[config.mk]
export PLATFORM = sky130hd
export DESIGN_NAME = vga_sync_gen
export DESIGN_NICKNAME = d
export VERILOG_FILES = /design/src/rtl/vga_timing_pkg.sv /design/src/rtl/vga_axis_timing.sv /design/src/rtl/vga_sync_gen.sv
export SDC_FILE = /design/constraint.sdc
export NUM_CORES = 1
export LEC_CHECK = 0
export CAP_MARGIN = 20
export CORE_ASPECT_RATIO = 0.6
export CORE_MARGIN = 2
export CORE_UTILIZATION = 40
export CTS_BUF_LIST = sky130_fd_sc_hd__clkbuf_4
export CTS_CLUSTER_DIAMETER = 200
export CTS_CLUSTER_SIZE = 20
export DETAILED_ROUTE_END_ITERATION = 10
export DONT_BUFFER_PORTS = 1
export GPL_TIMING_DRIVEN = 0
export SYNTH_ARGS = -nofsm -noshare
export SYNTH_HDL_FRONTEND = slang
export SYNTH_HIERARCHICAL = 1
export SYNTH_SLANG_ARGS = --single-unit
[constraint.sdc]
create_clock -name pixel_clk -period 3.3 [get_ports pixel_clk]
set_input_delay 0.495 -clock pixel_clk [delete_from_list [all_inputs] [get_ports pixel_clk]]
set_output_delay 0.495 -clock pixel_clk [all_outputs]
set_load 0.005 [all_outputs]
[src/rtl/vga_timing_pkg.sv]
// ============================================================================
// Module   : vga_timing_pkg
// Brief    : Shared VGA raster constants, colour type and bar-pattern helpers.
// Revision : 1.0 - initial release
// ============================================================================
`default_nettype none

package vga_timing_pkg;

    localparam int c_cnt_w    = 10;

    localparam int c_h_active = 640;
    localparam int c_h_fp     = 16;
    localparam int c_h_sync   = 96;
    localparam int c_h_bp     = 48;
    localparam int c_v_active = 480;
    localparam int c_v_fp     = 10;
    localparam int c_v_sync   = 2;
    localparam int c_v_bp     = 33;
    localparam bit c_sync_pol = 1'b0;

    typedef logic [11:0] rgb_t;

    localparam rgb_t c_white   = 12'hFFF;
    localparam rgb_t c_yellow  = 12'hFF0;
    localparam rgb_t c_cyan    = 12'h0FF;
    localparam rgb_t c_green   = 12'h0F0;
    localparam rgb_t c_magenta = 12'hF0F;
    localparam rgb_t c_red     = 12'hF00;
    localparam rgb_t c_blue    = 12'h00F;
    localparam rgb_t c_black   = 12'h000;

    function automatic int axis_total(input int active, input int fp,
                                      input int sync, input int bp);
        return active + fp + sync + bp;
    endfunction

    function automatic int h_total_of(input int active, input int fp,
                                      input int sync, input int bp);
        return axis_total(active, fp, sync, bp);
    endfunction

    function automatic int v_total_of(input int active, input int fp,
                                      input int sync, input int bp);
        return axis_total(active, fp, sync, bp);
    endfunction

    // Threshold search avoids a divider for non-power-of-two bar widths.
    function automatic logic [2:0] bar_index(input logic [c_cnt_w-1:0] xv,
                                             input int bar_w);
        logic [2:0] idx;
        idx = 3'd0;
        for (int i = 1; i < 8; i++) begin
            if (int'(xv) >= i * bar_w) idx = 3'(i);
        end
        return idx;
    endfunction

    function automatic rgb_t bar_color(input logic [2:0] idx);
        rgb_t c;
        case (idx)
            3'd0:    c = c_white;
            3'd1:    c = c_yellow;
            3'd2:    c = c_cyan;
            3'd3:    c = c_green;
            3'd4:    c = c_magenta;
            3'd5:    c = c_red;
            3'd6:    c = c_blue;
            default: c = c_black;
        endcase
        return c;
    endfunction

endpackage

`default_nettype wire

[src/rtl/vga_axis_timing.sv]
// ============================================================================
// Module   : vga_axis_timing
// Brief    : One raster axis counter; active/sync flags decode the next count.
// Revision : 1.0 - initial release
// ============================================================================
`default_nettype none

module vga_axis_timing
    import vga_timing_pkg::*;
#(
    parameter int ACTIVE = 640,
    parameter int FP     = 16,
    parameter int SYNC   = 96,
    parameter int BP     = 48
)(
    input  logic               clk,
    input  logic               rst,
    input  logic               adv,
    output logic [c_cnt_w-1:0] count,
    output logic               wrap,
    output logic               active,
    output logic               sync
);

    localparam int                 c_total = axis_total(ACTIVE, FP, SYNC, BP);
    localparam logic [c_cnt_w-1:0] c_last  = c_cnt_w'(c_total - 1);

    generate
        if (c_total > (1 << c_cnt_w)) begin : g_range_chk
            $error("vga_axis_timing: axis total does not fit the counter width");
        end
    endgenerate

    logic [c_cnt_w-1:0] w_count_nxt;

    // wrap means the count becomes 0 on the coming edge.
    always_comb begin
        wrap        = 1'b0;
        w_count_nxt = count;
        if (rst) begin
            w_count_nxt = c_last;
        end else if (adv) begin
            if (count == c_last) begin
                wrap        = 1'b1;
                w_count_nxt = '0;
            end else begin
                w_count_nxt = count + 1'b1;
            end
        end
        active = int'(w_count_nxt) < ACTIVE;
        sync   = (int'(w_count_nxt) >= ACTIVE + FP) &&
                 (int'(w_count_nxt) <  ACTIVE + FP + SYNC);
    end

    always_ff @(posedge clk) begin
        if (rst) begin
            count <= c_last;
        end else begin
            count <= w_count_nxt;
        end
    end

endmodule

`default_nettype wire

[src/rtl/vga_sync_gen.sv]
// ============================================================================
// Module   : vga_sync_gen
// Brief    : 640x480@60 raster timing; VGA_TEST_PATTERN_EN adds a colour-bar rgb.
// Revision : 1.0 - initial release
// ============================================================================
`default_nettype none

module vga_sync_gen
    import vga_timing_pkg::*;
#(
    parameter int H_ACTIVE = c_h_active,
    parameter int H_FP     = c_h_fp,
    parameter int H_SYNC   = c_h_sync,
    parameter int H_BP     = c_h_bp,
    parameter int V_ACTIVE = c_v_active,
    parameter int V_FP     = c_v_fp,
    parameter int V_SYNC   = c_v_sync,
    parameter int V_BP     = c_v_bp,
    parameter bit SYNC_POL = c_sync_pol
)(
    input  logic               pixel_clk,
    input  logic               reset,
    output logic               hsync,
    output logic               vsync,
    output logic               video_on,
    output logic [c_cnt_w-1:0] x,
    output logic [c_cnt_w-1:0] y,
    output logic               line_start,
    output logic               frame_start
`ifdef VGA_TEST_PATTERN_EN
    ,
    output rgb_t               rgb
`endif
);

    logic w_h_wrap, w_h_active, w_h_sync;
    logic w_v_wrap, w_v_active, w_v_sync;

    vga_axis_timing #(
        .ACTIVE (H_ACTIVE),
        .FP     (H_FP),
        .SYNC   (H_SYNC),
        .BP     (H_BP)
    ) u_h_axis (
        .clk    (pixel_clk),
        .rst    (reset),
        .adv    (1'b1),
        .count  (x),
        .wrap   (w_h_wrap),
        .active (w_h_active),
        .sync   (w_h_sync)
    );

    vga_axis_timing #(
        .ACTIVE (V_ACTIVE),
        .FP     (V_FP),
        .SYNC   (V_SYNC),
        .BP     (V_BP)
    ) u_v_axis (
        .clk    (pixel_clk),
        .rst    (reset),
        .adv    (w_h_wrap),
        .count  (y),
        .wrap   (w_v_wrap),
        .active (w_v_active),
        .sync   (w_v_sync)
    );

    always_ff @(posedge pixel_clk) begin
        if (reset) begin
            hsync       <= ~SYNC_POL;
            vsync       <= ~SYNC_POL;
            video_on    <= 1'b0;
            line_start  <= 1'b0;
            frame_start <= 1'b0;
        end else begin
            hsync       <= w_h_sync ? SYNC_POL : ~SYNC_POL;
            vsync       <= w_v_sync ? SYNC_POL : ~SYNC_POL;
            video_on    <= w_h_active & w_v_active;
            line_start  <= w_h_wrap;
            frame_start <= w_h_wrap & w_v_wrap;
        end
    end

`ifdef VGA_TEST_PATTERN_EN
    localparam int c_bar_w = H_ACTIVE / 8;

    logic [c_cnt_w-1:0] w_x_nxt;

    assign w_x_nxt = w_h_wrap ? '0 : x + 1'b1;

    always_ff @(posedge pixel_clk) begin
        if (reset) begin
            rgb <= c_black;
        end else if (w_h_active && w_v_active) begin
            rgb <= bar_color(bar_index(w_x_nxt, c_bar_w));
        end else begin
            rgb <= c_black;
        end
    end
`endif

endmodule

`default_nettype wire

==> results_dict.tcl, run 1 <==
set metrics [dict create \
    ys_seq_area_share_pct 37.8 \
    reg2reg_depth 10 \
    total_power_w 0.000595 \
    maxSlewViolCount 0 \
    routed_wl_um 2770 \
    grt_overflow_total 0 \
    nFillCells 338 \
    layout.cells.non_filler 199 \
    rsz0062_at_grt "false" \
    hold_ws_ns 0.230 \
    setup_viol 0 \
    numClockSinks 25 \
    die_area_um2 3800 \
    drc 0 \
    drt_iter0_markers 56 \
    ant_nets 0 \
    worstHoldPathCells 1 \
    syn2layout_area_growth_pct 6.33 \
    hold_end "u_v_axis/count[7]$_SDFF_PP0_" \
    final_cell_area_um2 1410 \
    p_leak_nw 0.540 \
    syn-mean-instance-area_um2 8.83 \
    cts_tree "built" \
    critical_path.cell_chain "ha_1, nand2b_1, or2_1, nor3_1, buf_2, nand4_4, nor4_4, xor2_2, nor4b_1, nand2b_1" \
    cts_resized 0 \
    worst_pin_slew_ns 0.482 \
    vias 1082 \
    htree_levels 1 \
    cts_setup_buffers 0 \
    cp.required_ns 3.51 \
    syn_inst 150 \
    cts_hold_buffers 0 \
    rows 16 \
    cts_root_buf "clkbuf_4" \
    critPathCaptureType "flop" \
    final_nets 160 \
    period_needed_ns 2.92 \
    slowest_stage "dfxtp_1" \
    drive_gt1_share_pct 14.3 \
    cts_buffers 3 \
    cpMostUsedCell "nand2b_1" \
    coreArea_um2 3200 \
    synth_nets 155 \
    grt_pass1_wl_um 4660 \
    ys_async_sr_fraction_pct 0 \
    final.setup.tns_ns 0 \
    top_level_ports 27 \
    r2r_end "vsync$_SDFF_PP1_" \
    worstHoldStart "reset" \
    finalClockSkew_ns 0.00344 \
    critPathMaxFanout 10 \
    crit_arrival_ns 3.13 \
    r2r-start "u_h_axis/count[0]$_SDFF_PP1_" \
    grtUsageTotal_pct 15.6 \
    crit_type "reg2reg" \
    period_share_pct 88.5 \
    ys_types 50 \
    place_inst 195 \
    start_util_pct 41.4 \
    io_buffer_count 0 \
    r2r_setup_slack_ns 0.38 \
    finalHoldViolations 0 \
    post_dp_cell_area_um2 1380 \
    vdd_ir_drop_max_v 0.000176 \
    max_stage_delay_ns 0.42 \
    wl_per_cell_um 13.9 \
    via_per_inst 5.44 \
    clock.fmax_ghz 0.343 \
    ys_ff_latch 25 \
    max-cap-violations 0 \
    hp-class "in2reg" \
    diodes 0 \
    grt_pass1_vias 930 \
    outcome "finished, final reports clean" \
    firstDrtPassIters 4 \
    relSlewSlack_pct 67.4 \
    place_hpwl_um 2130 \
    synth_top_flop_cell "dfxtp_1" \
    die_h_um 48.6 \
    antenna_found_initial 0 \
    ys_warn_count 6 \
    routabilityCongestion 0.808 \
    die_x_um 78.3 \
    power_density_nw_per_um2 422 \
    cp-start-kind "flop" \
    synth_edf_count 0 \
    grt_max_degree 16 \
    ctsLongestPathBuffers 2 \
    clkSlewWorstSetupHoldPaths_ns 0.13 \
    synth_area_um2 1330 \
    clock_latency_ns 0.31 \
]
## how the worst max path moves through the flow
| stage | start | endpoint | depth (start not counted) |
|---|---|---|---|
| after floorplan | u_h_axis/count[0]$_SDFF_PP1_ | video_on$_SDFF_PP0_ | 10 |
| after global placement | u_h_axis/count[0]$_SDFF_PP1_ | vsync$_SDFF_PP1_ | 10 |
| after detailed placement | u_h_axis/count[0]$_SDFF_PP1_ | vsync$_SDFF_PP1_ | 10 |
| after CTS | u_h_axis/count[0]$_SDFF_PP1_ | vsync$_SDFF_PP1_ | 10 |
| after global routing | u_h_axis/count[0]$_SDFF_PP1_ | vsync$_SDFF_PP1_ | 10 |
| final | u_h_axis/count[0]$_SDFF_PP1_ | vsync$_SDFF_PP1_ | 10 |
## critical path: cells and delay by family (launching register included)
kind                     cells  cell delay [ns]
XOR/XNOR                     1             0.12
buffers and inverters        1             0.30
AND/OR/NAND/NOR              7             1.66
adder cells (fa/ha/maj)      1             0.32
flip-flops                   1             0.42
## Yosys cell counts, types with 2 or more instances
library cell / count / share of area (%)
nor2_1: 12 / 3.4
and4_1: 2 / 1.3
a31oi_1: 2 / 0.94
nand3_1: 8 / 3.0
o211ai_1: 2 / 1.1
inv_1: 4 / 1.1
ha_1: 3 / 2.8
nand4_1: 3 / 1.4
a21oi_1: 8 / 3.0
or3_2: 3 / 1.7
a41o_1: 2 / 1.5
nor3_1: 4 / 1.5
and3b_1: 2 / 1.3
o21ai_0: 2 / 0.76
xor2_1: 2 / 1.3
xnor2_1: 6 / 4.0
and3_2: 2 / 1.1
nand2_1: 17 / 4.8
o21bai_1: 2 / 1.1
or2_2: 2 / 0.94
nand3b_1: 4 / 2.3
dfxtp_1: 25 / 38
nor4b_1: 2 / 1.3
nand2b_1: 4 / 1.9
buf_2: 2 / 0.76
## per-layer routing
metal  vias up  part of all wire, %  global-route usage (%)
met5         -                    0                       0
met4         0                    0                    2.63
met3         0                  5.5                    5.41
met2        30                   40                    21.0
met1       501                   55                    24.0
li1        551                    -                       -
## cell usage in the layout (no fill, tap or decap), types with 2 or more instances in the layout
cell	instances
a21oi_1	8
a31oi_1	2
a41o_1	2
and3_2	2
and3b_1	2
and4_1	2
buf_2	2
clkbuf_4	3
dfxtp_1	25
ha_1	3
inv_1	4
nand2_1	17
nand2b_1	4
nand3_1	8
nand3b_1	4
nand4_1	3
nor2_1	12
nor3_1	4
nor4b_1	2
o211ai_1	2
o21ai_0	2
o21bai_1	2
or2_2	2
or3_2	3
xnor2_1	6
xor2_1	2
## area by class of cell
| cell class | count | area, um2 | share of cell area [%] |
|---|---|---|---|
| multi-input combinational | 118 | 788 | 56.0 |
| sequential | 25 | 500 | 35.5 |
| tap | 45 | 56.3 | 4.00 |
| clock buffer | 3 | 22.5 | 1.60 |
| buffer | 3 | 21.3 | 1.51 |
| inverter | 4 | 15.0 | 1.07 |
| clock inverter | 1 | 5.00 | 0.355 |
## kinds of logic after synthesis
logic type | synth area share [%]
buffers and inverters | 2.74
XOR/XNOR | 6.52
AO/OA/AOI/OAI | 12.7
AND/OR/NAND/NOR | 37.2
flip-flops | 37.8
other | 0.283
adder cells (fa/ha/maj) | 2.83
## stage by stage
step                      setup WS [ns]  utilization, %
after floorplan                   0.861               -
after global placement            0.441            43.1
after detailed placement          0.436            43.1
after CTS                         0.409            44.0
after global routing              0.138            44.0
final                             0.380            44.0
## flip-flops by register name, indices dropped and copies added, names as in the netlist
signal and cells:
frame_start 1, hsync 1, line_start 1, u_h_axis/count 10
u_v_axis/count 10, video_on 1, vsync 1
## where the power goes
group | internal (W) | switching (W)
sequential | 0.000319 | 0.0000305
clock | 0.0000453 | 0.0000889
combinational | 0.0000506 | 0.0000605
total | 0.000415 | 0.000180
Power figures use the tool's default switching activity.
==> run 2, diff against run 1 <==
Settings changed: SETUP_SLACK_MARGIN set to 0.05.
==> results of run 2 <==
Final layout, timing and power as in run 1 (identical DEF).
